--- src/rtl/pipe_skid_stage.sv ---
// rtl/pipe_skid_stage.sv - two-entry skid buffer with registered s_ready
// Optional stall counter enabled by macro PIPE_SKID_STALL_CNT_EN.
module pipe_skid_stage #(
  parameter int WIDTH = 32,
  parameter int CNTW  = 16
) (
  input  logic             clk,
  input  logic             reset,
  input  logic             flush,
  input  logic             s_valid,
  output logic             s_ready,
  input  logic [WIDTH-1:0] s_data,
  output logic             m_valid,
  input  logic             m_ready,
  output logic [WIDTH-1:0] m_data,
  output logic [CNTW-1:0]  stall_cnt
);

  typedef enum logic [1:0] {
    EMPTY = 2'd0,
    BUSY  = 2'd1,
    FULL  = 2'd2
  } state_t;

  state_t           state;
  state_t           state_nxt;
  logic [WIDTH-1:0] main_q;
  logic [WIDTH-1:0] skid_q;
  logic             ready_q;
  logic             load_main;
  logic             load_skid;
  logic             main_from_skid;
  logic             up_xfer;
  logic             dn_xfer;

  assign m_valid = (state != EMPTY);
  assign s_ready = ready_q;
  assign m_data  = main_q;
  assign up_xfer = s_valid & ready_q;
  assign dn_xfer = m_valid & m_ready;

  always_comb begin
    state_nxt      = state;
    load_main      = 1'b0;
    load_skid      = 1'b0;
    main_from_skid = 1'b0;
    case (state)
      EMPTY: begin
        if (up_xfer) begin
          load_main = 1'b1;
          state_nxt = BUSY;
        end
      end
      BUSY: begin
        if (up_xfer && dn_xfer) begin
          load_main = 1'b1;
        end else if (up_xfer) begin
          load_skid = 1'b1;
          state_nxt = FULL;
        end else if (dn_xfer) begin
          state_nxt = EMPTY;
        end
      end
      FULL: begin
        if (m_ready) begin
          load_main      = 1'b1;
          main_from_skid = 1'b1;
          state_nxt      = BUSY;
        end
      end
      default: state_nxt = EMPTY;
    endcase
    // Flush discards everything buffered; the registers simply keep stale data.
    if (flush) begin
      state_nxt      = EMPTY;
      load_main      = 1'b0;
      load_skid      = 1'b0;
      main_from_skid = 1'b0;
    end
  end

  always_ff @(posedge clk) begin
    if (reset) begin
      state   <= EMPTY;
      ready_q <= 1'b0;
      main_q  <= '0;
      skid_q  <= '0;
    end else begin
      state   <= state_nxt;
      ready_q <= (state_nxt != FULL);
      if (load_main) main_q <= main_from_skid ? skid_q : s_data;
      if (load_skid) skid_q <= s_data;
    end
  end

`ifdef PIPE_SKID_STALL_CNT_EN
  logic [CNTW-1:0] cnt_q;

  always_ff @(posedge clk) begin
    if (reset) begin
      cnt_q <= '0;
    end else if (m_valid && !m_ready && (cnt_q != {CNTW{1'b1}})) begin
      cnt_q <= cnt_q + 1'b1;
    end
  end

  assign stall_cnt = cnt_q;
`else
  assign stall_cnt = '0;
`endif

endmodule

--- config.mk ---
export PLATFORM = sky130hd
export DESIGN_NAME = pipe_skid_stage
export DESIGN_NICKNAME = d
export VERILOG_FILES = /design/src/rtl/pipe_skid_stage.sv
export SDC_FILE = /design/constraint.sdc
export NUM_CORES = 1
export LEC_CHECK = 0
export ABC_AREA = 1
export ABC_CLOCK_PERIOD_IN_PS = 2900
export CAP_MARGIN = 20
export CORE_MARGIN = 2
export CORE_UTILIZATION = 50
export CTS_CLUSTER_DIAMETER = 200
export DETAILED_ROUTE_END_ITERATION = 7
export PLACE_DENSITY = 0.8
export SYNTH_ARGS = -nofsm -noshare
export SYNTH_HDL_FRONTEND = slang
export SYNTH_SLANG_ARGS = --single-unit
--- constraint.sdc ---
create_clock -name clk -period 2.9 [get_ports clk]
set_clock_uncertainty 0.15 [all_clocks]
set_input_delay 0.58 -clock clk [delete_from_list [all_inputs] [get_ports clk]]
set_output_delay 0.58 -clock clk [all_outputs]
set_load 0.02 [all_outputs]
Word-level counts from Yosys, hierarchy flattened
Cells that the tools add are included.

Word-level logic and storage cells: 30. Input port bits: 37. Flip-flop bits (word level): 67. Output and inout port bits: 50.

Eq/ne operators: 3. Mux-type cells: 18. Bitwise operators: 2. Reductions and logical operators: 3.

Operators by type and width (count): $mux 32 (1); $mux 2 (6); $mux 1 (9); $pmux 2 s3 (1); $pmux 1 s3 (1); $and 1x1->1 (2); $eq 2x1->1 const B (1); $eq 2x2->1 const B (1); $logic_not 2->1 (1); $ne 2x2->1 const B (1); $reduce_bool 2->1 (1); $logic_and 1x1->1 (1).

Longest topological paths before layout
Word-level depth: 8. Depth in mapped cells: 10. Gate-level depth less buffers: 9.

Worst setup path before layout
Ideal clock, no wire load.

Path type: input port to flip-flop. Start: in m_ready. End: reg main_q[0], in the netlist m_data[0]. Library setup time: 0.109 ns. Path buffers: 1. Slack: 1.350 ns. Arrival: 1.291 ns. Cell stages on the path: 10. Required time: 2.641 ns. Cell sequence: inv_1 > nand2_2 > nand2_1 > inv_2 > nand2_2 > inv_2 > buf_2 > nand3_1 > nand2_1 > inv_1.

Longest elaborated chain between the ends: 5. Elaborated cells between the ends (all ways): 9. Classes of those cells: 7 x mux; 1 x bitwise; 1 x reduce/logical.

Ends and longest elaborated chain: start, declared (RTL line 14) `input logic m_ready,`; $and 1x1->1 (RTL line 40) `assign dn_xfer = m_valid & m_ready;`; $logic_and 1x1->1 (RTL line 55) `if (up_xfer && dn_xfer) begin`; $mux 1 (RTL line 55); $pmux 1 s3 (RTL line 47) `case (state)`; $mux 1 (RTL line 74) `if (flush) begin`; end signal, assigned (RTL line 91) `if (load_main) main_q <= main_from_skid ? skid_q : s_data;`; end, declared (RTL line 27) `logic [WIDTH-1:0] main_q;`.

Parallel ways exist; a longest one is shown, timed or not. A chain may end at the register's enable or synchronous reset.

Worst setup path in the final report
Start: reg state[1]. End: out m_valid.

Longest elaborated chain between the ends: 1.

Ends and longest elaborated chain: start, declared (RTL line 25) `state_t state;`; start signal, assigned (RTL line 89) `state <= state_nxt;`; $reduce_bool 2->1 (RTL line 36) `assign m_valid = (state != EMPTY);`; end, declared (RTL line 13) `output logic m_valid,`.

Every way passes these cells.

==> flow_summary_export.csv <==
group,metric,value,unit
routing,drt-pass1-iter-count,4,
logic_synthesis,yosys.area_share.simple,0.284,
clocking,root_buffer,"clkbuf_8",
setup_path,critPathTopFamily,"buffers and inverters",
placed_design,io_buffers,70,
setup_path,endpoint_kind,"primary output",
finish,fin_util,0.660,
logic_synthesis,synth_mux_area_frac,0,
routing,ant_nets,0,
logic_synthesis,yosys.area.top_type_share,0.438,
finish,multi_input_area,1270,um^2
setup_path,crit_chain,"nor2_1 > inv_1 > clkdlybuf4s50_1",
global_routing,antenna_found_initial,0,
clocking,ctsResizeCount,0,
routing,first_iter_violations,154,
floorplan,core,5920,um^2
clocking,worstSkewPairLatency,0.33,ns
timing,setup_viol,0,
clocking,numCtsBuffers,9,
floorplan,die_w,82.3,um
finish,fin_nets,560,
clocking,post-cts-setup-buffers,0,
routing,vias,2896,
finish,diodes,0,
clocking,cts.sinks,67,
timing,period_share,0.762,
global_routing,grt_start_max_net_pins,68,
logic_synthesis,synth_compound_area_frac,0.110,
finish,syn2layout_area_growth,27.5,%
logic_synthesis,yosys_warnings,0,
finish,final_common_cell,"nand2_1",
logic_synthesis,yosysSeqAreaShare,0.438,
setup_path,required,2.17,ns
timing,max_freq,452,MHz
setup_path,cpMaxStageDelayCell,"clkdlybuf4s50_1",
setup_path,critPathLaunchType,"register",
setup_path,cp_max_fo,5,
flow_run,drv_cap,0,
setup_path,slowest_delay,0.59,ns
timing,rsz0062_at_grt,"false",
clocking,cts_tree,"done",
logic_synthesis,syn_avg_cell_area,6.66,um^2
timing,slew_violations,0,
timing,hold_viol,0,
clocking,path_clk_slew,0.07,ns
global_routing,grt_pass1_wl,10.6,mm
routing,drc_errors,0,
logic_synthesis,synth_area,3070,um^2
routing,wirelength,6.63,mm
logic_synthesis,synth_top_cell_by_area,"dfxtp_1",
setup_path,path_buf_inv,2,
placed_design,gp_congestion,0.760,
floorplan,rows,28,
clocking,clk_path_buf_depth,2,
timing,fin_crit,2.21,ns
clocking,hold_buffers,0,
floorplan,io_pins,87,
timing,final.setup.tns,0,ns
logic_synthesis,ys_top_cells_by_area,"dfxtp_1, nand2_1, a21oi_1, inv_1, nand3_1",
logic_synthesis,synthCells,460,
global_routing,grt_pass1_vias,2512,
logic_synthesis,synth_top_family_by_area,"simple AND/OR/NAND/NOR gates",
logic_synthesis,synthXorXnorAreaFrac,0,
logic_synthesis,synthAdderAreaFrac,0,
finish,drive_above_1_share,0.0570,
power,peakVddDrop,0.453,mV
finish,final.fill_count,530,
outcome,status,"finished, final reports clean",
power,p_leak,1.71,nW
placed_design,hpwlAfterDp,4.28,mm
clocking,htreeDepth,3,
finish,finalNonFillerCells,601,
power,p_per_area,499,nW/um^2
logic_synthesis,ys_ff_latch,67,
routing,via_per_inst,4.82,
routing,post_drt_wl_per_cell,11.0,um
logic_synthesis,synth_cell_type_count,17,
global_routing,gr-total-overflow,0,
floorplan,initial_core_util,0.518,
worst_hold_path,hp-class,"reg -> reg",
setup_path,rrSetupSlack,1.19,ns
finish,final_cell_mix,"nand2_1, clkdlybuf4s50_1, inv_1",
timing,slew_headroom,0.543,
floorplan,die_area,6770,um^2
timing,tightest_slew,0.686,ns
placed_design,place_inst,587,
global_routing,grtUsageTotal,0.205,
setup_path,cp.arrival,1.48,ns
setup_path,worstSetupPathType,"reg -> out",
finish,seq_area,1340,um^2
floorplan,fp.dieH,82.3,um
-- where the power goes --
group	switching [mW]	internal [mW]	leakage [nW]	total, mW
sequential	0.0148	0.948	0.544	0.963
combinational	0.140	0.116	1.07	0.256
clock	0.323	0.408	0.0950	0.731
total	0.478	1.47	1.71	1.95
-- final timing paths --
path                end  startpoint  cells after the start
min reg2reg  skid_q[19]  skid_q[19]                      2
max             m_valid    state[1]                      3
min          skid_q[19]  skid_q[19]                      2
max reg2reg   m_data[4]    state[1]                      8
-- flip-flops by register name, summed over array words and instances, names as in the netlist --
signal / flops
skid_q: 32
m_data: 32
s_ready: 1
state: 2
-- through the flow --
step | cell area, um^2 | hold WS, ns | setup WS [ns] | total power [mW]
floorplan | 3120 | 0.295 | 1.35 | 1.13
global placement | 3730 | 0.301 | 0.527 | 1.24
detailed placement | 3730 | 0.305 | 0.484 | 1.24
CTS | 3910 | 0.315 | 0.678 | 1.97
global route | 3910 | 0.330 | 0.607 | 2.03
finish | 3910 | 0.313 | 0.690 | 1.95
-- kinds of logic after synthesis --
logic type,Yosys count
simple gates,213
buf+inv,112
compound gates,67
flops,67
other cells,1
-- cell usage after synthesis --
library cell / instances
a211oi_1: 1
a21oi_1: 66
buf_2: 15
buf_4: 19
clkbuf_1: 7
conb_1: 1
dfxtp_1: 67
inv_1: 68
inv_2: 3
nand2_1: 167
nand2_2: 2
nand3_1: 35
nand3_2: 1
nand4_1: 1
nor2_1: 5
nor2_2: 1
nor3_4: 1
-- tightest hold or removal path: stages, from the launching register on --
cell and delay [ns]:
dfxtp_1 0.31, nand2_1 0.06, a21oi_1 0.05
-- area by class of cell --
class	count	area share
Clock inverter	3	0.0102
Timing Repair Buffer	78	0.193
Sequential cell	67	0.343
Clock buffer	11	0.0362
Tap cell	75	0.0240
Multi-Input combinational cell	296	0.325
Inverter	71	0.0682
-- routing by layer --
| layer | vias up | global-route usage | part of all wire |
|---|---|---|---|
| met4 | 0 | 0.0983 | 0.019 |
| met1 | 1298 | 0.258 | 0.44 |
| li1 | 1497 | - | - |
| met3 | 11 | 0.0446 | 0.064 |
| met2 | 90 | 0.332 | 0.47 |
| met5 | - | 0 | 0 |
Note: power is estimated with default switching activity, not from simulation.
